### config.mk
export PLATFORM = sky130hd
export DESIGN_NAME = exe_mem_buffer_flat
export DESIGN_NICKNAME = d
export VERILOG_FILES = /design/src/rtl/exe_mem_buffer_if.sv /design/src/rtl/exe_mem_buffer.sv /design/src/flat_wrapper.sv
export SDC_FILE = /design/constraint.sdc
export NUM_CORES = 1
export LEC_CHECK = 0
export BUFFER_PORTS_ARGS = -buffer_cell sky130_fd_sc_hd__buf_2
export CAP_MARGIN = 0
export CORE_MARGIN = 2
export CORE_UTILIZATION = 44
export CTS_CLUSTER_SIZE = 24
export DETAILED_ROUTE_END_ITERATION = 10
export PLACE_DENSITY = 0.89
export SLEW_MARGIN = 20
export SYNTH_ARGS = -nofsm -noshare
export SYNTH_HDL_FRONTEND = slang
export SYNTH_SLANG_ARGS = --single-unit
### constraint.sdc
create_clock -name clk -period 1.5 [get_ports clk]
set_clock_uncertainty 0.1 [all_clocks]
set_input_delay 0 -clock clk [delete_from_list [all_inputs] [get_ports clk]]
set_output_delay 0 -clock clk [all_outputs]
set_load 0.01 [all_outputs]
### src/rtl/exe_mem_buffer_if.sv
// exe_mem_buffer_if: EX->MEM handshake and payload bundle.
// master = execute/memory environment, slave = the buffer.
interface exe_mem_buffer_if;
  logic        exe_valid;
  logic        exe_ready;
  logic [32:0] alu_res;
  logic        flag_n;
  logic        flag_z;
  logic        flag_c;
  logic        flag_v;
  logic        s_bit;
  logic        wb_en;
  logic        mem_r_en;
  logic        mem_w_en;
  logic [3:0]  dest;
  logic [31:0] st_val;
  logic        mem_valid;
  logic        mem_ready;
  logic [31:0] mem_alu_res;
  logic        mem_wb_en;
  logic        mem_r_en_o;
  logic        mem_w_en_o;
  logic [3:0]  mem_dest;
  logic [31:0] mem_st_val;
  logic [3:0]  sr_nzcv;

  modport master (
    output exe_valid, alu_res,
    output flag_n, flag_z, flag_c, flag_v,
    output s_bit, wb_en, mem_r_en, mem_w_en,
    output dest, st_val, mem_ready,
    input  exe_ready, mem_valid, mem_alu_res,
    input  mem_wb_en, mem_r_en_o, mem_w_en_o,
    input  mem_dest, mem_st_val, sr_nzcv
  );

  modport slave (
    input  exe_valid, alu_res,
    input  flag_n, flag_z, flag_c, flag_v,
    input  s_bit, wb_en, mem_r_en, mem_w_en,
    input  dest, st_val, mem_ready,
    output exe_ready, mem_valid, mem_alu_res,
    output mem_wb_en, mem_r_en_o, mem_w_en_o,
    output mem_dest, mem_st_val, sr_nzcv
  );
endinterface

### src/rtl/exe_mem_buffer.sv
// exe_mem_buffer: EX->MEM buffer plus NZCV status register.
// Define EXE_SKID_EN for a skid entry and registered exe_ready.
module exe_mem_buffer (
  input logic             clk,
  input logic             rst_n,
  exe_mem_buffer_if.slave bus
);

  typedef struct packed {
    logic [31:0] res;
    logic        wb;
    logic        rd;
    logic        wr;
    logic [3:0]  dest;
    logic [31:0] st;
  } ent_t;

  ent_t       w_in;
  ent_t       r_head;
  logic       r_head_v;
  logic [3:0] r_sr;
  logic       w_acc;
  logic       w_dlv;
  logic       w_unused_c;

  assign w_in = {
    bus.alu_res[31:0],
    bus.wb_en,
    bus.mem_r_en,
    bus.mem_w_en,
    bus.dest,
    bus.st_val
  };
  assign w_unused_c = bus.alu_res[32];

  assign w_acc = bus.exe_valid && bus.exe_ready;
  assign w_dlv = r_head_v && bus.mem_ready;

`ifdef EXE_SKID_EN
  ent_t r_skid;
  logic r_skid_v;

  assign bus.exe_ready = !r_skid_v;

  always_ff @(posedge clk or negedge rst_n) begin
    if (!rst_n) begin
      r_head   <= '0;
      r_head_v <= 1'b0;
      r_skid   <= '0;
      r_skid_v <= 1'b0;
    end else if (r_skid_v) begin
      if (w_dlv) begin
        r_head   <= r_skid;
        r_skid_v <= 1'b0;
      end
    end else if (r_head_v && !bus.mem_ready) begin
      // head stalled: park the new entry behind it
      if (w_acc) begin
        r_skid   <= w_in;
        r_skid_v <= 1'b1;
      end
    end else if (w_acc) begin
      r_head   <= w_in;
      r_head_v <= 1'b1;
    end else if (w_dlv) begin
      r_head_v <= 1'b0;
    end
  end
`else
  assign bus.exe_ready = !r_head_v || bus.mem_ready;

  always_ff @(posedge clk or negedge rst_n) begin
    if (!rst_n) begin
      r_head   <= '0;
      r_head_v <= 1'b0;
    end else if (w_acc) begin
      r_head   <= w_in;
      r_head_v <= 1'b1;
    end else if (w_dlv) begin
      r_head_v <= 1'b0;
    end
  end
`endif

  // updated at accept so a following ADC sees the new carry
  always_ff @(posedge clk or negedge rst_n) begin
    if (!rst_n) begin
      r_sr <= 4'b0000;
    end else if (w_acc && bus.s_bit) begin
      r_sr <= {bus.flag_n, bus.flag_z,
               bus.flag_c, bus.flag_v};
    end
  end

  assign bus.mem_valid   = r_head_v;
  assign bus.mem_alu_res = r_head.res;
  assign bus.mem_wb_en   = r_head.wb;
  assign bus.mem_r_en_o  = r_head.rd;
  assign bus.mem_w_en_o  = r_head.wr;
  assign bus.mem_dest    = r_head.dest;
  assign bus.mem_st_val  = r_head.st;
  assign bus.sr_nzcv     = r_sr;

endmodule

### src/flat_wrapper.sv
// flat-port wrapper written by rule: the top's interface ports become plain ports
module exe_mem_buffer_flat 
  (clk, rst_n, bus_exe_valid, bus_alu_res, bus_flag_n, bus_flag_z, bus_flag_c, bus_flag_v, bus_s_bit, bus_wb_en, bus_mem_r_en, bus_mem_w_en, bus_dest, bus_st_val, bus_mem_ready, bus_exe_ready, bus_mem_valid, bus_mem_alu_res, bus_mem_wb_en, bus_mem_r_en_o, bus_mem_w_en_o, bus_mem_dest, bus_mem_st_val, bus_sr_nzcv);
  exe_mem_buffer_if bus_i ();
  input logic clk;
  input logic rst_n;
  input wire logic [$bits(bus_i.exe_valid)-1:0] bus_exe_valid;
  input wire logic [$bits(bus_i.alu_res)-1:0] bus_alu_res;
  input wire logic [$bits(bus_i.flag_n)-1:0] bus_flag_n;
  input wire logic [$bits(bus_i.flag_z)-1:0] bus_flag_z;
  input wire logic [$bits(bus_i.flag_c)-1:0] bus_flag_c;
  input wire logic [$bits(bus_i.flag_v)-1:0] bus_flag_v;
  input wire logic [$bits(bus_i.s_bit)-1:0] bus_s_bit;
  input wire logic [$bits(bus_i.wb_en)-1:0] bus_wb_en;
  input wire logic [$bits(bus_i.mem_r_en)-1:0] bus_mem_r_en;
  input wire logic [$bits(bus_i.mem_w_en)-1:0] bus_mem_w_en;
  input wire logic [$bits(bus_i.dest)-1:0] bus_dest;
  input wire logic [$bits(bus_i.st_val)-1:0] bus_st_val;
  input wire logic [$bits(bus_i.mem_ready)-1:0] bus_mem_ready;
  output wire logic [$bits(bus_i.exe_ready)-1:0] bus_exe_ready;
  output wire logic [$bits(bus_i.mem_valid)-1:0] bus_mem_valid;
  output wire logic [$bits(bus_i.mem_alu_res)-1:0] bus_mem_alu_res;
  output wire logic [$bits(bus_i.mem_wb_en)-1:0] bus_mem_wb_en;
  output wire logic [$bits(bus_i.mem_r_en_o)-1:0] bus_mem_r_en_o;
  output wire logic [$bits(bus_i.mem_w_en_o)-1:0] bus_mem_w_en_o;
  output wire logic [$bits(bus_i.mem_dest)-1:0] bus_mem_dest;
  output wire logic [$bits(bus_i.mem_st_val)-1:0] bus_mem_st_val;
  output wire logic [$bits(bus_i.sr_nzcv)-1:0] bus_sr_nzcv;
  assign bus_i.exe_valid = bus_exe_valid;
  assign bus_i.alu_res = bus_alu_res;
  assign bus_i.flag_n = bus_flag_n;
  assign bus_i.flag_z = bus_flag_z;
  assign bus_i.flag_c = bus_flag_c;
  assign bus_i.flag_v = bus_flag_v;
  assign bus_i.s_bit = bus_s_bit;
  assign bus_i.wb_en = bus_wb_en;
  assign bus_i.mem_r_en = bus_mem_r_en;
  assign bus_i.mem_w_en = bus_mem_w_en;
  assign bus_i.dest = bus_dest;
  assign bus_i.st_val = bus_st_val;
  assign bus_i.mem_ready = bus_mem_ready;
  assign bus_exe_ready = bus_i.exe_ready;
  assign bus_mem_valid = bus_i.mem_valid;
  assign bus_mem_alu_res = bus_i.mem_alu_res;
  assign bus_mem_wb_en = bus_i.mem_wb_en;
  assign bus_mem_r_en_o = bus_i.mem_r_en_o;
  assign bus_mem_w_en_o = bus_i.mem_w_en_o;
  assign bus_mem_dest = bus_i.mem_dest;
  assign bus_mem_st_val = bus_i.mem_st_val;
  assign bus_sr_nzcv = bus_i.sr_nzcv;
  exe_mem_buffer u_core (.clk(clk), .rst_n(rst_n), .bus(bus_i));
endmodule
==> metrics.log, run 1 <==
INFO  metric grt-ovfl-total = 0
INFO  metric cts_buffer_depth = 2
INFO  metric run_status = complete, no violations
INFO  metric grt_start_max_net_pins = 41
INFO  metric mappedNetlistNets = roughly 240
INFO  metric seq_area_frac_synth = 65.5%
INFO  metric post-cts-setup-buffer-count = 0
INFO  metric layout.filler_cells = approximately 430
INFO  metric antenna_found_initial = 0
INFO  metric drive_above_1_share = roughly three fifths
INFO  metric synth.top_cells.by_area = sky130_fd_sc_hd__dfrtp_1 65%, sky130_fd_sc_hd__mux2_2 25%, sky130_fd_sc_hd__mux2_4 3.1%, sky130_fd_sc_hd__buf_6 1.9%, sky130_fd_sc_hd__mux2_1 1.6%
INFO  metric antenna_cells_inserted = 0
INFO  metric number_of_instances_in_the_placed_design = 392
INFO  metric layout_worst_path_cycle_share = 98.1%
INFO  metric post-route-drc-count = 0
INFO  metric clock-root-buffer = sky130_fd_sc_hd__clkbuf_8
INFO  metric timing.critical_path.slowest_cell_delay = 0.57 ns
INFO  metric final-setup-viol-count = 0
INFO  metric crit_path_start_kind = primary input
INFO  metric ir_drop = 0.731 mV
INFO  metric post-synth-top-area-cell = sky130_fd_sc_hd__dfrtp_1
INFO  metric nNetsFinal = 485
INFO  metric cts_tree = done
INFO  metric fraction_of_synthesized_cell_area_taken_by_the_top_area_cell_type = 65.5%
INFO  metric grt_use_total = about 22%
INFO  metric setup.worst_path.class = primary input to register
INFO  metric ff_latch_area = 0.00190 mm2
INFO  metric floorplan.core_area = between 0.006 and 0.007 mm2
INFO  metric finish.cell_count_without_fillers = 484
INFO  metric synthesis.area = 0.00291 mm2
INFO  metric design_area = 0.00469 mm2
INFO  metric port_buffers = 156
INFO  metric cpLargestDelayFamily = buffers and inverters
INFO  metric worst_ep_arrival_time = 1.58 ns
INFO  metric final_common_cell = sky130_fd_sc_hd__buf_2
INFO  metric yosysUniqueCellTypes = 10
INFO  metric place.detailed.hpwl = 4320 um
INFO  metric routed-via-count = 2,267
INFO  metric tightestPinTransition = roughly 0.49 ns
INFO  metric maximum_fanout_along_the_worst_path = 35
INFO  metric die-area = between 0.007 and 0.008 mm2
INFO  metric crit_chain = dlygate4sd3_1 > buf_2 > nand2b_4 > nand2_4 > buf_12 > mux2_2
INFO  metric global_route_wire_length_before_repair = 12,300 um
INFO  metric rows = 29
INFO  metric cts-htree-levels = 3
INFO  metric die-width = 85.3 um
INFO  metric most-common-layout-cells = 155 x sky130_fd_sc_hd__buf_2, 78 x sky130_fd_sc_hd__dlygate4sd3_1, 76 x sky130_fd_sc_hd__dfrtp_1, 65 x sky130_fd_sc_hd__mux2_2, 10 x sky130_fd_sc_hd__clkbuf_8
INFO  metric worst_ep_required_time = 1.61 ns
INFO  metric initialDrtViolationCount = 55
INFO  metric postSynthCellCount = approximately 160
INFO  metric timing.setup.tns = 0 ns
INFO  metric final_hold_viol_count = 0
INFO  metric crit-reg2reg-launch = u_core.bus.mem_valid
INFO  metric critical-path-slowest-cell = sky130_fd_sc_hd__dlygate4sd3_1
INFO  metric die_y = between 80 and 90 um
INFO  metric initial_utilization = between 40% and 50%
INFO  metric fmaxAchievable = 0.680 GHz
INFO  metric multi_input_area = 906 um2
INFO  metric place.gp.congestion = 0.765
INFO  metric detailedRoute.firstPassIterationCount = 4
INFO  metric timing.critical_path.buf_inv = 3
INFO  metric power_per_cell_area = 1070 mW/mm2
INFO  metric cts_sinks = 76
INFO  metric final-max-slew-violation-count = 0
INFO  metric synth-warning-count = 0
INFO  metric total_power = 0.00503 W
INFO  metric pin_count = 158
INFO  metric cts_clk_pin_slew_worst_paths = 0.07 ns
INFO  metric leakagePower = between 2 and 2.5 nW
INFO  metric postCtsResizedCells = 0
INFO  metric avgViaCountPerCell = 4.68
INFO  metric postSynthAreaPerCell = 17.8 um2
INFO  metric grt_setup_unrepaired = no
INFO  metric worstSetupStartpoint = bus_mem_ready
INFO  metric dpl_cell_area = 0.00375 mm2
INFO  metric timing.critical_path.to_type = register
INFO  metric slew-limit-headroom = 67.6%
INFO  metric clock_insertion_delay_worst_skew = 0.32 ns
INFO  metric min-delay-path-class = primary input to asynchronous set/reset pin
INFO  metric postSynthRegisterBits = 76
INFO  metric cts_made_buffers = 9
INFO  metric ant_nets = 0
INFO  metric grt_pass1_vias = 2,547
INFO  metric finalCriticalPeriod = 1.47 ns
INFO  metric route.detailed.wl_per_inst = 15.9 um
INFO  metric flow.area_growth_from_synthesis = 61.5%
INFO  metric final_wirelength = 7710 um
INFO  metric drv_cap = 0
worst paths after layout:
kind                                                   end  slack [ns]  cells past startpoint
max in group asynchronous        u_core.bus.mem_alu_res[6]        0.64                      3
worst min-delay path             u_core.bus.mem_alu_res[0]        0.07                      2
worst max-delay path            u_core.bus.mem_alu_res[10]        0.03                      6
worst min register to register   u_core.bus.mem_alu_res[1]        0.39                      1
min in group clk                     u_core.bus.sr_nzcv[1]        0.16                      3
worst max register to register  u_core.bus.mem_alu_res[10]        0.08                      4
registers in the layout (all words and copies together) (netlist names):
name and count:
u_core.bus.mem_st_val 32, u_core.bus.mem_w_en_o 1, u_core.bus.mem_wb_en 1, u_core.bus.mem_r_en_o 1, u_core.bus.mem_alu_res 32, u_core.bus.sr_nzcv 4, u_core.bus.mem_valid 1, u_core.bus.mem_dest 4
metal layers:
layer / global-route usage [%] / vias to the layer above / routed length, um
met5: 0 / - / 0
met2: 39.3 / 106 / 4080
met1: 24.0 / 1102 / 2910
met3: 7.68 / 12 / 593
li1: - / 1047 / -
met4: 7.22 / 0 / 122
cell families (layout without fill, tap and decap cells):
group / after synthesis / in the layout / share of synthesized area [%]
flip-flops: 76 / 76 / 65.5
AND/OR/NAND/NOR: 4 / 4 / 1.34
buffers and inverters: 8 / 252 / 3.36
multiplexers: 75 / 75 / 29.8
synthesized netlist by cell type:
cell,n
sky130_fd_sc_hd__mux2_2,65
sky130_fd_sc_hd__nand2b_4,1
sky130_fd_sc_hd__mux2_4,6
sky130_fd_sc_hd__mux2_1,4
sky130_fd_sc_hd__or2b_1,1
sky130_fd_sc_hd__dfrtp_1,76
sky130_fd_sc_hd__clkbuf_8,3
sky130_fd_sc_hd__and3_1,1
sky130_fd_sc_hd__nand2_4,1
sky130_fd_sc_hd__buf_6,5
power breakdown:
part	leakage [nW]	switching (W)	internal [W]
logic	1.33	0.000523	0.000706
registers	0.888	0.000153	0.00235
clock network	0.0848	0.000673	0.000620
total	2.30	0.00135	0.00368
through the flow:
stage | worst slack [ns] | hold WS (ns) | utilization, %
floorplan | 0.135 | -0.396 | -
global placement | 0.151 | -0.115 | 58.8
detailed placement | 0.111 | -0.109 | 58.8
CTS | 0.0972 | 0.0673 | 73.5
global route | 0.0349 | 0.0953 | 73.5
finish | 0.0286 | 0.0650 | 73.5
timing repair:
item,CTS,global route
hold endpoints to repair,152,0
setup endpoints to repair,0,0
hold buffers,78,0
cell type report:
type | instances | area share [%]
tap | 77 | 2.05
sequential | 76 | 40.5
clock buffer | 11 | 3.01
multi-input combinational | 79 | 19.3
timing repair buffer | 238 | 34.8
clock inverter | 3 | 0.320
No activity file was read; power rests on OpenSTA's default activity.
==> run 2, diff against run 1 <==
CORE_MARGIN = not set   (was 2)
==> run 2 against run 1 <==
Final area up 1.6%; sequential power hardly changed; setup slack improved by 0.060 ns; largest power group unchanged.
==> metrics.log, run 2 (synthesis results as in run 1) <==
INFO  metric run_status = complete, no violations
INFO  metric final_common_cell = sky130_fd_sc_hd__buf_2
INFO  metric final-max-slew-violation-count = 0 (unchanged)
INFO  metric crit_path_start_kind = register
INFO  metric dp_slack = 0.104 ns (-0.00756 ns)
INFO  metric grt_pass1_vias = 2,515 (-1.3%)
INFO  metric holdWs = 0.0465 ns (-0.0185 ns)
INFO  metric die-area = 0.00693 mm2 (-4.6%)
INFO  metric maximum_fanout_along_the_worst_path = 37 (+5.7%)
INFO  metric dpl_cell_area = 0.00375 mm2 (-0.20%)
INFO  metric leakagePower = 2.33 nW (+1.4%)
INFO  metric grt_use_met1 = 25.8% (+1.9 points)
INFO  metric antenna_found_initial = 0 (unchanged)
INFO  metric place.gp.congestion = 0.726 (-5.1%)
INFO  metric setup_ws = 0.0884 ns (+0.0599 ns)
INFO  metric cts_sinks = 76 (unchanged)
INFO  metric final-setup-viol-count = 0 (unchanged)
INFO  metric min-delay-path-class = primary input to asynchronous set/reset pin
INFO  metric ant_nets = 0 (unchanged)
INFO  metric grt_use_total = 23.0% (+1.2 points)
INFO  metric routed-via-count = 2,274 (+0.31%)
INFO  metric tightestPinTransition = 0.453 ns (-0.0328 ns)
INFO  metric cts_tree = done
INFO  metric ir_drop = 0.767 mV (+5.1%)
INFO  metric initial_utilization = 45.8% (+0.26 points)
INFO  metric port_buffers = 156 (unchanged)
INFO  metric most-common-layout-cells = 155 x sky130_fd_sc_hd__buf_2, 78 x sky130_fd_sc_hd__dlygate4sd3_1, 76 x sky130_fd_sc_hd__dfrtp_1, 65 x sky130_fd_sc_hd__mux2_2, 10 x sky130_fd_sc_hd__clkbuf_8
INFO  metric final_wirelength = 7400 um (-4.0%)
INFO  metric die_y = 83.3 um (-2.3%)
INFO  metric clock_insertion_delay_worst_skew = 0.33 ns (about the same)
INFO  metric avgViaCountPerCell = 4.70 (+0.31%)
INFO  metric slew-limit-headroom = 69.8% (+2.2 points)
INFO  metric globalRoute.busiestLayer = met2
INFO  metric cts-htree-levels = 3 (unchanged)
INFO  metric die-width = 83.3 um (-2.3%)
INFO  metric fmaxAchievable = 0.708 GHz (+4.2%)
INFO  metric antenna_cells_inserted = 0 (unchanged)
INFO  metric floorplan.core_area = 0.00635 mm2 (-0.57%)
INFO  metric layout_worst_path_cycle_share = 94.1% (-4.0 points)
INFO  metric drv_cap = 0 (unchanged)
INFO  metric route.detailed.wl_per_inst = 15.3 um (-4.0%)
INFO  metric post-route-drc-count = 0 (unchanged)
INFO  metric worst_ep_required_time = 1.61 ns (about the same)
INFO  metric timing.setup.tns = 0 ns (unchanged)
INFO  metric fin_util = 75.1% (+1.6 points)
INFO  metric drive_above_1_share = 60.7% (+0.25 points)
INFO  metric place.detailed.hpwl = 4260 um (-1.5%)
INFO  metric cts_clk_pin_slew_worst_paths = 0.08 ns (about the same)
INFO  metric setup.worst_path.class = register to register
INFO  metric grt_util_met2 = 40.7% (+1.3 points)
INFO  metric final_hold_viol_count = 0 (unchanged)
INFO  metric post-cts-setup-buffer-count = 0 (unchanged)
INFO  metric timing.critical_path.to_type = register
INFO  metric rows = 29 (unchanged)
INFO  metric worst_ep_arrival_time = 1.53 ns (-0.05 ns)
INFO  metric grt_setup_unrepaired = no
INFO  metric nNetsFinal = 484 (-0.21%)
INFO  metric pin_count = 158 (unchanged)
INFO  metric detailedRoute.firstPassIterationCount = 4 (unchanged)
INFO  metric global_route_wire_length_before_repair = 12,300 um (+0.45%)
INFO  metric cts_made_buffers = 9 (unchanged)
INFO  metric finalCriticalPeriod = 1.41 ns (-0.0599 ns)
INFO  metric globalRouteMet3Util = 5.77% (-1.9 points)
INFO  metric flow.area_growth_from_synthesis = 64.0%
INFO  metric initialDrtViolationCount = 75 (+36%)
INFO  metric power_per_cell_area = 1170 mW/mm2 (+9.3%)
INFO  metric grt-ovfl-total = 0 (unchanged)
INFO  metric design_area = 0.00477 mm2 (+1.6%)
INFO  metric clock-root-buffer = sky130_fd_sc_hd__clkbuf_8
INFO  metric cts_buffer_depth = 2 (unchanged)
INFO  metric grt_start_max_net_pins = 43 (+4.9%)
run 2: changes by cell type in the layout (fill, tap and decap cells not counted), sizes merged:
cell / change
clkinv: -1
clkbuf: -1
bufinv: +3
buf: -1
run 2: what timing repair did:
item | 4_1_cts | 5_1_grt
gates resized for setup | 0 | 0
setup endpoints to repair | 0 | 0
hold endpoints to repair | 152 | 0
hold buffers | 78 | 0
run 2: final timing paths:
| path | end | slack, ns | startpoint | cells past startpoint |
|---|---|---|---|---|
| worst max-delay path | u_core.bus.mem_st_val[24] | 0.09 | u_core.bus.mem_valid | 4 |
| min in group clk | u_core.bus.sr_nzcv[0] | 0.14 | bus_s_bit | 3 |
| worst max register to register | u_core.bus.mem_st_val[24] | 0.09 | u_core.bus.mem_valid | 4 |
| worst min register to register | u_core.bus.mem_alu_res[0] | 0.39 | u_core.bus.mem_alu_res[0] | 1 |
| worst min-delay path | u_core.bus.mem_alu_res[0] | 0.05 | rst_n | 2 |
| max in group asynchronous | u_core.bus.mem_alu_res[30] | 0.66 | rst_n | 3 |
run 2: stage by stage:
| stage | power (W) | instances |
|---|---|---|
| 3_3_place_gp | 0.00354 | 391 |
| 2_1_floorplan | 0.00308 | 163 |
| 5_1_grt | 0.00585 | 484 |
| 3_5_place_dp | 0.00360 | 391 |
| 4_1_cts | 0.00560 | 484 |
| 6_report | 0.00558 | 484 |
run 2: power by group:
| part | internal (W) | switching, W |
|---|---|---|
| Clock | 0.00114 | 0.000705 |
| Sequential | 0.00235 | 0.000155 |
| Combinational | 0.000704 | 0.000531 |
| Total | 0.00419 | 0.00139 |
run 2: cell type report:
type / instances / area [um2]
flip-flops and latches: 76 / 1900
repair buffers: 237 / 1620
fillers: 401 / 1580
multi-input cells: 79 / 906
clock buffers: 10 / 138
clock inverters: 5 / 100
well taps: 77 / 96.3
run 2: routing by layer:
metal,vias up,wire (um)
li1,1050,-
met1,1096,2830
met2,106,3940
met3,22,413
met4,0,218
met5,-,0
run 2: critical path, cell delays in order (launching register included):
cell and delay (ns):
sky130_fd_sc_hd__dfrtp_1 0.40, sky130_fd_sc_hd__nand2b_4 0.09, sky130_fd_sc_hd__nand2_4 0.10, sky130_fd_sc_hd__buf_12 0.22
sky130_fd_sc_hd__mux2_2 0.37
